**src/rtl/eth_cks_pkg.sv**
```systemverilog
// Shared types and constants for the ETH TX checksum-engine scheduler.
// Also carries the header words used elsewhere in ETH_TX.
package eth_cks_pkg;

    typedef enum logic [2:0] {
        ST_IDLE = 3'd0,
        ST_LOAD = 3'd1,
        ST_TRIG = 3'd2,
        ST_WAIT = 3'd3,
        ST_DONE = 3'd4,
        ST_GAP  = 3'd5
    } cks_state_e;

    localparam logic SRC_UDP  = 1'b0;
    localparam logic SRC_ICMP = 1'b1;

    localparam logic [15:0] IP_WORD   = 16'h4500;
    localparam logic [15:0] UDP_WORD  = 16'h0011;
    localparam logic [15:0] ICMP_WORD = 16'h0001;

    // Round-robin pick: on a tie the source that did not win last time goes.
    function automatic logic rr_pick(input logic req_udp, input logic req_icmp,
                                     input logic last_grant);
        if (req_udp && req_icmp) begin
            return ~last_grant;
        end else if (req_icmp) begin
            return SRC_ICMP;
        end
        return SRC_UDP;
    endfunction

endpackage

```
**src/rtl/cks_rr_arb2.sv**
```systemverilog
// Two-input round-robin arbiter. The grant is combinational; the history
// register only moves when the scheduler commits a job with the load strobe.
module cks_rr_arb2
    import eth_cks_pkg::*;
(
    input  logic clk,
    input  logic srst,
    input  logic req_udp,
    input  logic req_icmp,
    input  logic load,
    input  logic load_src,
    output logic grant
);

    logic last_grant_q;
    logic last_grant_d;

    always_comb begin
        last_grant_d = last_grant_q;
        if (load) begin
            last_grant_d = load_src;
        end
    end

    // Reset to ICMP so that UDP wins the first tie.
    always_ff @(posedge clk) begin
        if (srst) begin
            last_grant_q <= SRC_ICMP;
        end else begin
            last_grant_q <= last_grant_d;
        end
    end

    assign grant = rr_pick(req_udp, req_icmp, last_grant_q);

endmodule

```
**src/rtl/eth_cks_sched.sv**
```systemverilog
// Schedules UDP and ICMP checksum jobs onto the shared checksum engine and
// owns the IP identification counter.
module eth_cks_sched
    import eth_cks_pkg::*;
#(
    parameter int unsigned TRIG_LEN    = 4,
    parameter int unsigned GAP_CYC     = 2,
    parameter int unsigned TIMEOUT_CYC = 255,
    parameter logic [15:0] IDENT_INIT  = 16'h0
) (
    input  logic        CLK_125M,
    input  logic        SYS_RST,
    input  logic        UDP_REQ,
    input  logic [31:0] UDP_REQ_SUM,
    input  logic [15:0] UDP_REQ_LEN,
    input  logic [31:0] UDP_REQ_IP,
    output logic        UDP_ACK,
    input  logic        ICMP_REQ,
    input  logic [31:0] ICMP_REQ_SUM,
    input  logic [31:0] ICMP_REQ_IP,
    output logic        ICMP_ACK,
    output logic        TRIG_UDP_CKS,
    output logic        TRIG_ICMP_CKS,
    output logic [31:0] UDP_DATA_SUM,
    output logic [15:0] UDP_DATA_LEN,
    output logic [31:0] ICMP_DATA_SUM,
    output logic [31:0] PC_IP,
    output logic [15:0] IP_IDENTIF,
    input  logic        TRIG_TX_CKS,
    output logic        CKS_ERR,
    output logic        BUSY
);

    localparam logic [15:0] TRIG_LAST    = 16'(TRIG_LEN - 1);
    localparam logic [15:0] GAP_LAST     = 16'(GAP_CYC - 1);
    localparam logic [15:0] TIMEOUT_LAST = 16'(TIMEOUT_CYC - 1);

    cks_state_e  state_q, state_d;
    logic        src_q, src_d;
    logic [15:0] cnt_q, cnt_d;
    logic        err_q, err_d;
    logic        tx_d1_q, tx_d1_d;
    logic [15:0] ident_q, ident_d;
    logic [31:0] udp_sum_q, udp_sum_d;
    logic [15:0] udp_len_q, udp_len_d;
    logic [31:0] icmp_sum_q, icmp_sum_d;
    logic [31:0] pc_ip_q, pc_ip_d;

    logic arb_grant;
    logic arb_load;
    logic tx_done;

    cks_rr_arb2 u_arb (
        .clk      (CLK_125M),
        .srst     (SYS_RST),
        .req_udp  (UDP_REQ),
        .req_icmp (ICMP_REQ),
        .load     (arb_load),
        .load_src (src_q),
        .grant    (arb_grant)
    );

    // Only a fresh rising edge of the engine's done level counts.
    assign tx_done = TRIG_TX_CKS & ~tx_d1_q;

    always_comb begin
        state_d    = state_q;
        src_d      = src_q;
        cnt_d      = cnt_q;
        err_d      = err_q;
        ident_d    = ident_q;
        udp_sum_d  = udp_sum_q;
        udp_len_d  = udp_len_q;
        icmp_sum_d = icmp_sum_q;
        pc_ip_d    = pc_ip_q;
        tx_d1_d    = TRIG_TX_CKS;
        arb_load   = 1'b0;

        case (state_q)
            ST_IDLE: begin
                if (UDP_REQ || ICMP_REQ) begin
                    src_d   = arb_grant;
                    state_d = ST_LOAD;
                end
            end
            ST_LOAD: begin
                arb_load = 1'b1;
                if (src_q == SRC_UDP) begin
                    udp_sum_d  = UDP_REQ_SUM;
                    udp_len_d  = UDP_REQ_LEN;
                    icmp_sum_d = 32'h0;
                    pc_ip_d    = UDP_REQ_IP;
                end else begin
                    udp_sum_d  = 32'h0;
                    udp_len_d  = 16'h0;
                    icmp_sum_d = ICMP_REQ_SUM;
                    pc_ip_d    = ICMP_REQ_IP;
                end
                cnt_d   = 16'h0;
                state_d = ST_TRIG;
            end
            ST_TRIG: begin
                if (cnt_q == TRIG_LAST) begin
                    cnt_d   = 16'h0;
                    state_d = ST_WAIT;
                end else begin
                    cnt_d = cnt_q + 16'd1;
                end
            end
            ST_WAIT: begin
                // A genuine done in the last watchdog cycle still wins.
                if (tx_done) begin
                    err_d   = 1'b0;
                    state_d = ST_DONE;
                end else if (cnt_q == TIMEOUT_LAST) begin
                    err_d   = 1'b1;
                    state_d = ST_DONE;
                end else begin
                    cnt_d = cnt_q + 16'd1;
                end
            end
            ST_DONE: begin
                if (!err_q) begin
                    ident_d = ident_q + 16'd1;
                end
                cnt_d   = 16'h0;
                state_d = ST_GAP;
            end
            ST_GAP: begin
                if (cnt_q == GAP_LAST) begin
                    cnt_d   = 16'h0;
                    state_d = ST_IDLE;
                end else begin
                    cnt_d = cnt_q + 16'd1;
                end
            end
            default: begin
                state_d = ST_IDLE;
            end
        endcase
    end

    always_ff @(posedge CLK_125M) begin
        if (SYS_RST) begin
            state_q    <= ST_IDLE;
            src_q      <= SRC_UDP;
            cnt_q      <= 16'h0;
            err_q      <= 1'b0;
            tx_d1_q    <= 1'b0;
            ident_q    <= IDENT_INIT;
            udp_sum_q  <= 32'h0;
            udp_len_q  <= 16'h0;
            icmp_sum_q <= 32'h0;
            pc_ip_q    <= 32'h0;
        end else begin
            state_q    <= state_d;
            src_q      <= src_d;
            cnt_q      <= cnt_d;
            err_q      <= err_d;
            tx_d1_q    <= tx_d1_d;
            ident_q    <= ident_d;
            udp_sum_q  <= udp_sum_d;
            udp_len_q  <= udp_len_d;
            icmp_sum_q <= icmp_sum_d;
            pc_ip_q    <= pc_ip_d;
        end
    end

    assign TRIG_UDP_CKS  = (state_q == ST_TRIG) && (src_q == SRC_UDP);
    assign TRIG_ICMP_CKS = (state_q == ST_TRIG) && (src_q == SRC_ICMP);
    assign UDP_ACK       = (state_q == ST_DONE) && (src_q == SRC_UDP);
    assign ICMP_ACK      = (state_q == ST_DONE) && (src_q == SRC_ICMP);
    assign CKS_ERR       = (state_q == ST_DONE) && err_q;
    assign BUSY          = (state_q != ST_IDLE);
    assign UDP_DATA_SUM  = udp_sum_q;
    assign UDP_DATA_LEN  = udp_len_q;
    assign ICMP_DATA_SUM = icmp_sum_q;
    assign PC_IP         = pc_ip_q;
    assign IP_IDENTIF    = ident_q;

endmodule

```
**config.mk**
```make
export PLATFORM = sky130hd
export DESIGN_NAME = eth_cks_sched
export DESIGN_NICKNAME = d
export VERILOG_FILES = /design/src/rtl/eth_cks_pkg.sv /design/src/rtl/cks_rr_arb2.sv /design/src/rtl/eth_cks_sched.sv
export SDC_FILE = /design/constraint.sdc
export NUM_CORES = 1
export LEC_CHECK = 0
export CORE_UTILIZATION = 38
export DETAILED_ROUTE_END_ITERATION = 8
export PLACE_DENSITY = 0.88
export SYNTH_ARGS = -nofsm -noshare
export SYNTH_HDL_FRONTEND = slang
export SYNTH_SLANG_ARGS = --single-unit
```
**constraint.sdc**
```tcl
create_clock -name CLK_125M -period 2.1 [get_ports CLK_125M]
set_input_delay 0.21 -clock CLK_125M [delete_from_list [all_inputs] [get_ports CLK_125M]]
set_output_delay 0.21 -clock CLK_125M [all_outputs]
set_load 0.01 [all_outputs]
```
==> flow_summary.json, run 1 <==
{
  "slew_headroom_pct": 68.3,
  "cts_tree": "built",
  "top_area_cell_type_share_of_the_netlist_area_pct": 49.0,
  "r2r.worst_path.cells": 7,
  "run_status": "finished with violations",
  "antenna_found_initial": 0,
  "peakVddDrop_mv": 0.527,
  "reg2reg_to": "cnt_q[5]$_SDFFE_PP0P_",
  "finalCriticalPeriod_ps": 2140,
  "worst_hold_path_cells": 2,
  "worstSetupEndpointType": "flop",
  "worst_setup_skew_after_layout_ps": 10.3,
  "maxSlewViolCount": 0,
  "setup.worst_path.class": "flop to flop",
  "fillCellCount": 1341,
  "crit_path_start": "cnt_q[14]$_SDFFE_PP0P_",
  "first_iter_violations": 369,
  "finalWirelength_mm": 18.6,
  "cts_buffer_depth": 2,
  "timing.critical_path.max_delay_family": "simple AND/OR/NAND/NOR gates",
  "unrepaired_setup_endpoints_after_global_routing": "yes",
  "cts_sinks": 151,
  "timing.critical_path.cells": "or4_4, buf_6, nor4_4, a21oi_2, o31ai_4, buf_6, a21oi_1",
  "setup_viol_count_final": 14,
  "synth-main-ff-cell": "dfxtp_1",
  "slowest_stage_delay_cp_ps": 550,
  "avgRoutedWirePerCell_um": 15.1,
  "row_count": 46,
  "syn-instance-count": 728,
  "number_of_register_bits_inferred_by_synthesis": 151,
  "postPlaceCellArea_um2": 9310,
  "post_route_cells_drive_above_1_share_pct": 10.1,
  "gp_congestion": 0.839,
  "synth-edff-count": 0,
  "cp.arrival_ps": 2430,
  "cp_slowest_cell": "or4_4",
  "final_cell_area_um2": 9990,
  "synth_async_sr_flop_share_pct": 0,
  "grt_first_pass_wirelength_mm": 28.7,
  "io_buffer_count": 282,
  "design.final.nets": 1160,
  "violations": "setup timing",
  "fp.dieArea_um2": 16800,
  "rrSetupSlack_ps": -40,
  "multi_input_logic_area_um2": 2900,
  "antennaDiodeCount": 0,
  "worstSetupStartpointType": "flop",
  "drv_cap": 0,
  "power.static_leakage_nw": 3.49,
  "regToRegStartpoint": "cnt_q[14]$_SDFFE_PP0P_",
  "critPathCapture": "cnt_q[5]$_SDFFE_PP0P_",
  "global_route.overflow_total": 0,
  "yosysWarningCount": 0,
  "drt.antenna.violating_nets": 0,
  "final_util_pct": 62.9,
  "top_level_ports": 283,
  "cts_root_buf": "clkbuf_16",
  "finalHoldViolations": 0,
  "clock.fmax_mhz": 468,
  "final_worst_path_period_share_pct": 102,
  "netlist_top_cells_area": "dfxtp_1 (49%), nand2_1 (8.7%), a21oi_1 (7.3%), mux2i_1 (5.5%), nor2_1 (4.3%)",
  "syn_area_um2": 6170,
  "total_power_w": 0.00805,
  "worst_slew_pin_slew_ps": 474,
  "fp.dieH_um": 129,
  "power_per_cell_area_nw_per_um2": 805,
  "drt_pre_antenna_iters": 4,
  "path_clk_slew_ps": 60,
  "finalWorstSetupSlack_ps": -39.0,
  "syn_to_final_growth_pct": 61.9,
  "timing.hold.worst.class": "input port to flop",
  "floorplan.core_area_um2": 15900,
  "syn-mean-instance-area_um2": 8.48,
  "required_ps": 2390,
  "syn-num-nets": 881,
  "synth_top_cell_by_area": "dfxtp_1",
  "drcViolationCount": 0,
  "viasPerCell": 4.97,
  "largest_net_degree_at_the_start_of_global_routing": 82,
  "clkLatencyLatePin_ps": 420,
  "via_count": 6149,
  "combined_buffer_and_inverter_count_along_the_critical_path": 2,
  "crit_path_max_fanout": 8,
  "post-dp-hpwl_mm": 13.0,
  "cts-htree-levels": 4,
  "ff_latch_area_um2": 3030,
  "grt_pass1_vias": 5944,
  "cts_hold_repair.buffers": 0,
  "place_worst_setup_slack_ps": -60.1,
  "grtUsageTotal_pct": 21.9,
  "synth.yosys.seq_area_share_pct": 49.0,
  "path_depth": 7,
  "cts_buf_count": 17,
  "initial_utilization_pct": 38.8,
  "post_synth_num_cell_types": 50,
  "crit_path_frequent_cell": "buf_6",
  "dieWidth_um": 129
}
-- power breakdown --
group	internal, W	total [W]	switching, W
registers	0.00310	0.00324	0.000136
clock network	0.00171	0.00294	0.00123
logic	0.000957	0.00187	0.000913
-- cell usage after synthesis (3+ instances only) --
| cell | n |
|---|---|
| nor4_1 | 5 |
| nor2_1 | 71 |
| buf_1 | 5 |
| nand2_1 | 143 |
| xor2_1 | 12 |
| ha_1 | 4 |
| or4_4 | 4 |
| dfxtp_1 | 151 |
| a21oi_1 | 90 |
| nor3_1 | 6 |
| or3_1 | 3 |
| mux2i_1 | 34 |
| nand4_1 | 7 |
| xnor2_1 | 12 |
| a211oi_1 | 35 |
| or2_2 | 3 |
| buf_6 | 3 |
| inv_1 | 8 |
| nand3_1 | 45 |
| clkbuf_1 | 44 |
| or4_2 | 3 |
| and3_1 | 5 |
-- layout make-up --
type                    instances  share of cell area, %
repair buffers                317                   31.8
clock inverters                12                   1.20
inverters                       8                  0.301
well taps                     216                   2.70
multi-input cells             512                   29.0
flip-flops and latches        151                   30.3
clock buffers                  20                   4.57
-- routing by layer --
layer  up-vias  GRT usage, %  wire (um)
met5         -             0          0
met4         0          9.17        365
met3        28          6.98       1310
met2       210          37.4       9440
met1      2860          25.3       7520
li1       3051             -          -
-- sequential cells by signal, summed over array words and instances, names as in the netlist --
| name | cells |
|---|---|
| cnt_q | 16 |
| state_q | 3 |
| u_arb.last_grant_q | 1 |
| err_q | 1 |
| tx_d1_q | 1 |
| IP_IDENTIF | 16 |
| UDP_DATA_SUM | 32 |
| UDP_DATA_LEN | 16 |
| ICMP_DATA_SUM | 32 |
| src_q | 1 |
| PC_IP | 32 |
-- what timing repair did --
action	4_1_cts	5_1_grt
setup buffers	2	2
pin swaps	2	12
resized for setup	1	20
gates cloned	0	1
setup endpoints to repair	16	23
-- cell families (layout without fill, tap and decap cells) --
group	after synthesis	in the layout	share of synthesized area [%]
AND/OR/NAND/NOR	311	311	23.2
flip-flops	151	151	49.0
AO/OA/AOI/OAI	139	139	13.4
buffers and inverters	65	357	4.70
multiplexers	34	34	5.52
XOR/XNOR	24	24	3.41
adder cells (fa/ha/maj)	4	4	0.811
-- worst min path at each step --
stage                                                end  slack [ps]                      startpoint
after CTS                             src_q$_SDFFE_PP0P_         150                         SYS_RST
after global routing                  src_q$_SDFFE_PP0P_         180                         SYS_RST
after global placement    ICMP_DATA_SUM[15]$_SDFFE_PP0N_         440  ICMP_DATA_SUM[15]$_SDFFE_PP0N_
final                            state_q[2]$_SDFFE_PP0P_         170                         SYS_RST
after detailed placement  ICMP_DATA_SUM[19]$_SDFFE_PP0N_         440  ICMP_DATA_SUM[19]$_SDFFE_PP0N_
after floorplan                       tx_d1_q$_SDFF_PP0_         340                     TRIG_TX_CKS
-- metrics by stage --
stage	hold WS, ps	std cells	setup TNS (ps)
floorplan	338	728	0
global placement	437	1199	0
detailed placement	445	1199	-124
CTS	146	1233	0
global route	178	1236	-1140
finish	168	1236	-201
-- placed cells by master (no fill, tap or decap), types with 3 or more instances in the layout --
| cell | n |
|---|---|
| clkdlybuf4s50_1 | 280 |
| dfxtp_1 | 146 |
| nand2_1 | 143 |
| a21oi_1 | 85 |
| nor2_1 | 67 |
| nand3_1 | 45 |
| mux2i_1 | 34 |
| a211oi_1 | 34 |
| buf_4 | 25 |
| clkbuf_16 | 17 |
| xnor2_1 | 12 |
| xor2_1 | 12 |
| inv_1 | 8 |
| nand4_1 | 7 |
| buf_12 | 7 |
| nor3_1 | 6 |
| clkinv_4 | 6 |
| and3_1 | 5 |
| a21oi_2 | 5 |
| nor4_1 | 5 |
| or4_4 | 4 |
| ha_1 | 4 |
| dfxtp_2 | 4 |
| or2_2 | 3 |
| nor2_2 | 3 |
| or3_1 | 3 |
| or4_2 | 3 |
| buf_6 | 3 |
No activity file was read; power rests on OpenSTA's default activity.
==> run 2: changes to the inputs <==
--- a/config.mk
+++ b/config.mk
@@ -7,6 +7,7 @@
 export LEC_CHECK = 0
 export CORE_UTILIZATION = 38
 export DETAILED_ROUTE_END_ITERATION = 8
+export MAX_ROUTING_LAYER = met4
 export PLACE_DENSITY = 0.88
 export SYNTH_ARGS = -nofsm -noshare
 export SYNTH_HDL_FRONTEND = slang
==> flow_summary.json, run 2 (same netlist as run 1, synthesis figures left out) <==
{
  "via_count": 6144,
  "worstSetupStartpointType": "flop",
  "fp.dieH_um": 129,
  "clock.fmax_mhz": 469,
  "antenna_found_initial": 0,
  "grt_pass1_vias": 5946,
  "finalWirelength_mm": 18.7,
  "cts_tree": "built",
  "crit_path_max_fanout": 8,
  "slew_headroom_pct": 68.5,
  "initial_utilization_pct": 38.8,
  "gp_congestion": 0.852,
  "fp.dieArea_um2": 16800,
  "worstSetupEndpointType": "flop",
  "cts_root_buf": "clkbuf_16",
  "power.static_leakage_nw": 3.49,
  "finalCriticalPeriod_ps": 2130,
  "final_worst_path_period_share_pct": 101,
  "clkLatencyLatePin_ps": 410,
  "cts_sinks": 151,
  "grt_first_pass_wirelength_mm": 28.7,
  "timing.hold.worst.class": "input port to flop",
  "worst_slew_pin_slew_ps": 470,
  "drt_pre_antenna_iters": 4,
  "post-dp-hpwl_mm": 13.0,
  "floorplan.core_area_um2": 15900,
  "required_ps": 2380,
  "cts_buffer_depth": 2,
  "setup.worst_path.class": "flop to flop",
  "avgRoutedWirePerCell_um": 15.1,
  "peakVddDrop_mv": 0.526,
  "finalHoldViolations": 0,
  "path_clk_slew_ps": 60,
  "finalWorstSetupSlack_ps": -30.0,
  "design.final.nets": 1160,
  "violations": "setup timing",
  "cp.arrival_ps": 2410,
  "grtUsageTotal_pct": 22.6,
  "cp_slowest_cell": "or4_4",
  "maxSlewViolCount": 0,
  "first_iter_violations": 355,
  "worst_setup_skew_after_layout_ps": 10.4,
  "postPlaceCellArea_um2": 9310,
  "viasPerCell": 4.97,
  "placedCellCount": 1199,
  "drv_cap": 0,
  "total_power_w": 0.00805,
  "cts_buf_count": 17,
  "cts-htree-levels": 4,
  "run_status": "finished with violations",
  "finalNonFillerCells": 1236,
  "most-common-layout-cells": "clkdlybuf4s50_1 (280), dfxtp_1 (148), nand2_1 (143)",
  "dieWidth_um": 129,
  "mostFrequentLayoutCell": "clkdlybuf4s50_1",
  "row_count": 46,
  "slowest_stage_delay_cp_ps": 530,
  "unrepaired_setup_endpoints_after_global_routing": "yes",
  "largest_net_degree_at_the_start_of_global_routing": 82,
  "antennaDiodeCount": 0,
  "hold_ws_ps": 167,
  "global_route.overflow_total": 0,
  "place_worst_setup_slack_ps": -60.1,
  "timing.critical_path.cells": "or4_4, buf_6, nor4_4, a21oi_2, o31ai_4, buf_6, a21oi_1",
  "power_per_cell_area_nw_per_um2": 806,
  "io_buffer_count": 282,
  "final_cell_area_um2": 9980,
  "crit_path_frequent_cell": "buf_6",
  "combined_buffer_and_inverter_count_along_the_critical_path": 2,
  "setup_viol_count_final": 16,
  "syn_to_final_growth_pct": 61.8,
  "timing.critical_path.max_delay_family": "simple AND/OR/NAND/NOR gates",
  "top_level_ports": 283,
  "drcViolationCount": 0,
  "drt.antenna.violating_nets": 0,
  "post_route_cells_drive_above_1_share_pct": 9.80
}
## run 2: cell counts in the layout (fill, tap and decap cells not counted)
No cell type changed its count.
## run 2: what timing repair did
action	4_1_cts	5_1_grt
resized for setup	1	17
hold buffers	0	0
pin swaps	2	10
gates cloned	0	1
endpoints found under the setup margin	16	23
buffers inserted	2	2
## run 2: through the flow
step / TNS (ps) / utilization [%]
finish: -265 / 62.9
global route: -1260 / 62.9
CTS: 0 / 62.4
detailed placement: -124 / 58.6
global placement: 0 / 58.6
floorplan: 0 / -
## run 2: power by group
| part | switching (W) | total, W | internal [W] |
|---|---|---|---|
| sequential | 0.000137 | 0.00324 | 0.00310 |
| combinational | 0.000913 | 0.00187 | 0.000956 |
| clock | 0.00123 | 0.00294 | 0.00171 |
## run 2: layout make-up
class / instances / area [um^2]
Fill cell: 1342 / 5900
Timing Repair Buffer: 317 / 3180
Sequential cell: 151 / 3030
Multi-Input combinational cell: 512 / 2890
Clock buffer: 20 / 457
Tap cell: 216 / 270
Clock inverter: 12 / 120
Inverter: 8 / 30.0
## run 2: routing by layer
layer / part of all wire, % / vias up / GRT usage [%]
met4: 2.1 / 0 / 9.17
met1: 43 / 2874 / 26.6
met2: 51 / 186 / 37.2
li1: - / 3054 / -
met3: 4.7 / 30 / 5.33
met5: 0 / - / -
## run 2: path summary, 6_finish.rpt
path                             startpoint                              to  slack [ps]  depth (start not counted)
max                  cnt_q[14]$_SDFFE_PP0P_           cnt_q[5]$_SDFFE_PP0P_         -30                          7
min                                 SYS_RST         state_q[2]$_SDFFE_PP0P_         170                          2
max reg2reg          cnt_q[14]$_SDFFE_PP0P_           cnt_q[5]$_SDFFE_PP0P_         -30                          7
min reg2reg  ICMP_DATA_SUM[19]$_SDFFE_PP0N_  ICMP_DATA_SUM[19]$_SDFFE_PP0N_         450                          2
